--- src/rtl/clock24_count.sv ---
`default_nettype none
//------------------------------------------------------------------------------
// Module      : clock24_count
// Description : 24-hour time-of-day datapath. Cascaded BCD seconds, minutes
//               and hours counters with adjust strobes and an hourly chime.
// Revision    : 1.0 - initial release
//------------------------------------------------------------------------------
module clock24_count (
    input  logic       CLK,
    input  logic       RST,
    input  logic       SIG1HZ,
    input  logic       SECCLR,
    input  logic       MININC,
    input  logic       HOURINC,
    output logic [7:0] SEC,
    output logic [7:0] MIN,
    output logic [7:0] HOUR,
    output logic       CHIME
);

    localparam logic [7:0] C_SEC_TOP  = 8'h59;
    localparam logic [7:0] C_MIN_TOP  = 8'h59;
    localparam logic [7:0] C_HOUR_TOP = 8'h23;

    logic [7:0] r_sec;
    logic [7:0] r_min;
    logic [7:0] r_hour;
    logic       r_chime;

    logic       w_sec_carry;
    logic       w_min_adv;
    logic       w_min_carry;
    logic       w_hour_adv;

    // Advance one BCD value by one; wraps to 00 when already at its top value.
    function automatic logic [7:0] f_bcd_inc(input logic [7:7-7] dummy_unused_w,
                                             input logic [7:0] v,
                                             input logic [7:0] top);
        logic [7:0] res;
        if (v == top) begin
            res = 8'h00;
        end else if (v[3:0] == 4'd9) begin
            res = {v[7:4] + 4'd1, 4'd0};
        end else begin
            res = {v[7:4], v[3:0] + 4'd1};
        end
        return res ^ {7'd0, dummy_unused_w & 1'b0};
    endfunction

    // The minute carry only comes from a seconds wrap, never from an adjust strobe.
    assign w_sec_carry = SIG1HZ & ~SECCLR & (r_sec == C_SEC_TOP);
    assign w_min_adv   = w_sec_carry | MININC;
    assign w_min_carry = w_sec_carry & (r_min == C_MIN_TOP);
    assign w_hour_adv  = w_min_carry | HOURINC;

    always_ff @(posedge CLK or posedge RST) begin
        if (RST) begin
            r_sec <= 8'h00;
        end else if (SECCLR) begin
            r_sec <= 8'h00;
        end else if (SIG1HZ) begin
            r_sec <= f_bcd_inc(1'b0, r_sec, C_SEC_TOP);
        end
    end

    always_ff @(posedge CLK or posedge RST) begin
        if (RST) begin
            r_min <= 8'h00;
        end else if (w_min_adv) begin
            r_min <= f_bcd_inc(1'b0, r_min, C_MIN_TOP);
        end
    end

    always_ff @(posedge CLK or posedge RST) begin
        if (RST) begin
            r_hour <= 8'h00;
        end else if (w_hour_adv) begin
            r_hour <= f_bcd_inc(1'b0, r_hour, C_HOUR_TOP);
        end
    end

    always_ff @(posedge CLK or posedge RST) begin
        if (RST) begin
            r_chime <= 1'b0;
        end else begin
            r_chime <= w_min_carry;
        end
    end

    assign SEC   = r_sec;
    assign MIN   = r_min;
    assign HOUR  = r_hour;
    assign CHIME = r_chime;

endmodule
`default_nettype wire

--- config.mk ---
export PLATFORM = sky130hd
export DESIGN_NAME = clock24_count
export DESIGN_NICKNAME = d
export VERILOG_FILES = /design/src/rtl/clock24_count.sv
export SDC_FILE = /design/constraint.sdc
export NUM_CORES = 1
export LEC_CHECK = 0
export ABC_AREA = 1
export CAP_MARGIN = 10
export CORE_MARGIN = 1.5
export CORE_UTILIZATION = 46
export CTS_CLUSTER_DIAMETER = 30
export DETAILED_ROUTE_END_ITERATION = 10
export HOLD_SLACK_MARGIN = 0.1
export PLACE_DENSITY = 0.76
export SLEW_MARGIN = 20
export SYNTH_ARGS = -nofsm -noshare
export SYNTH_HDL_FRONTEND = slang
export SYNTH_SLANG_ARGS = --single-unit
--- constraint.sdc ---
create_clock -name CLK -period 1.5 [get_ports CLK]
set_clock_uncertainty 0.1 [all_clocks]
set_input_delay 0.225 -clock CLK [delete_from_list [all_inputs] [get_ports CLK]]
set_output_delay 0.225 -clock CLK [all_outputs]
set_load 0.01 [all_outputs]
==> results.cfg <==
[status]
status = finished, violations left
violations = negative setup slack

[floorplan]
pin_count = 31
fp-row-count = 20
fp.dieW_um = 60.2
die_y_um = 60.2
initial_core_util_pct = 48.8
die_area_mm2 = 0.00362
core-area_mm2 = 0.00308

[timing]
relSlewSlack_pct = 74.5
setup_ws_ns = -0.0742
hold_slack_ns = 0.128
slew_violations = 0
finalSetupViolations = 16
period_needed_ns = 1.57
finalCritPeriodShare_pct = 105
hold_viol_final = 0
rsz0062_at_grt = true
worst_pin_slew_ns = 0.381
fmax_mhz = 635

[global_routing]
grt_antenna_before_repair = 0
grt_pass1_wl_um = 6290
grt_max_degree = 26
grtUsageMet3_pct = 2.16
met2_usage_pct = 41.6
grt_pass1_vias = 1360
grt-busiest-layer = met2
grt_usage_pct = 23.3
gr-total-overflow = 0
gr-usage-met1_pct = 29.9

[finish]
drive_above_1_share_pct = 40.5
antenna_cells = 0
seq_area_um2 = 633
syn2layout_area_growth_pct = 51.5
num-fill-cells = 223
final_util_pct = 74.0
fin_cells = 276
multiInputGateArea_um2 = 938
nNetsFinal = 251

[synthesis]
syn_nets = 181
synthCells = 163
ys_ff_latch = 25
synth.avg_cell_area_um2 = 9.22
yosysWarnings = 0
synth_area_mm2 = 0.00150
ys_types = 24
ys_seq_area_share_pct = 41.6

[routing]
routed_wl_um = 3800
num_vias = 1375
firstDrtPassIters = 4
routedWlPerCell_um = 13.8
post-route-drc-count = 0
drt-vias-per-instance = 4.98
detail-route-antenna-nets = 0
drt_iter0_markers = 72

[pwr]
vdd_ir_drop_max_mv = 0.747
p_total_mw = 2.45
power_leakage_nw = 1.16
p_per_area_mw_per_mm2 = 1070

[placement]
preCtsSetupSlack_ns = -0.209
dp_cells = 252
dp_hpwl_um = 2420
port_buffers = 30
gp_congestion = 0.777

[clock_tree]
numClockSinks = 25
cts_tree = built
htree_num_levels = 1
clk-insertion-delay-late_ns = 0.32
cts_buffer_depth = 2
clk_root_buffer_cell = clkbuf_4
cts-buffers-inserted = 3
clk_pin_slew_ns = 0.15

[worst_setup_path]
startpoint = SEC[1]
cp-end-kind = flop
criticalPathCategory = flop to flop
cp_max_fo = 5
cp_data_arrival_time_ns = 1.71
worst_setup_path_start_kind = flop
required_ns = 1.64
r2r_start = SEC[1]

[worst_hold_path]
worst_hold_path_type = input pin to asynchronous set/reset pin

[job]
drv_cap = 0
==> cell families (layout without fill, tap and decap cells) <==
family,count (synthesis),after routing,share of synthesized area (%)
compound gates,15,15,6.58
xor+xnor,11,11,6.41
fa+ha+maj,12,12,9.99
buf+inv,25,93,6.24
flops,25,25,41.6
mux,1,1,0.666
simple gates,74,75,28.5
==> timing repair <==
action	in CTS	in global routing
cloned	1	0
setup buffers	19	0
pin swaps	12	4
hold buffers	0	0
setup endpoints to repair	43	33
gates resized for setup	63	19
==> power by group <==
part           internal (mW)  leakage, nW  total, mW  switching [mW]
Sequential             0.804        0.325      0.887          0.0825
Combinational          0.574        0.821       1.24           0.663
Clock                  0.102       0.0139      0.321           0.219
Total                   1.48         1.16       2.45           0.965
==> critical path, stage by stage, from the launching register on <==
cell,delay [ns]
dfrtp_1,0.42
inv_2,0.08
ha_4,0.13
nand2_4,0.05
nor3_4,0.21
nand3_4,0.18
nand2_8,0.13
nand2_8,0.07
nand2_2,0.07
nand2_2,0.04
==> placed cells by master, fill, tap and decap left out, drive strengths merged <==
cell,count
buf,34
clkbuf,6
clkdlybuf4s15,5
clkdlybuf4s50,5
clkinvlp,1
dfrtp,25
dlygate4sd2,17
ha,12
inv,25
mux2i,1
nand2,33
nand3,25
nand3b,2
nand4,2
nor2,10
nor3,1
o21ai,11
o22ai,4
or2,2
xnor2,1
xor2,10
==> state kept, by name (all words and copies together), names as in the netlist <==
signal,cells
SEC,8
MIN,8
HOUR,8
CHIME,1
==> cell type report <==
cell class	instances	share of cell area [%]
clock inverters	1	0.330
flip-flops and latches	25	27.8
multi-input cells	114	41.2
clock buffers	3	0.989
repair buffers	64	23.1
well taps	44	2.42
inverters	25	4.12
==> stage by stage <==
stage | TNS [ns] | cell area (um2)
final | -0.771 | 2280
after global routing | -2.07 | 2280
after CTS | -1.11 | 2240
after detailed placement | -2.42 | 1980
after global placement | -1.71 | 1980
after floorplan | -0.218 | 1510
==> worst paths after layout <==
kind                       slack (ns)  endpoint  cells after the start
max in group asynchronous        0.91    SEC[2]                      3
hold reg to reg                  0.47    MIN[1]                      2
setup / recovery                -0.07   HOUR[6]                      9
hold / removal                   0.13    SEC[3]                      3
min in group CLK                 0.47    MIN[1]                      2
setup reg to reg                -0.07   HOUR[6]                      9
==> metal layers <==
layer | wire length (um) | vias up
met5 | 0 | -
met4 | 54 | 0
met3 | 136 | 8
met2 | 2030 | 40
met1 | 1580 | 656
li1 | - | 671
==> cells in the mapped netlist (all sizes together) <==
library cell  number  area share (%)
nand2             32              11
ha                12              10
nand3             25              11
nand3b             2             1.0
dfrtp             25              42
mux2i              1            0.67
inv               25             6.2
o21ai             11             4.9
or2                2            0.83
xnor2              1            0.58
nor2              10             3.2
nor3               1             1.1
nand4              2            0.83
o22ai              4             1.7
xor2              10             5.8
Power figures use the tool's default switching activity.
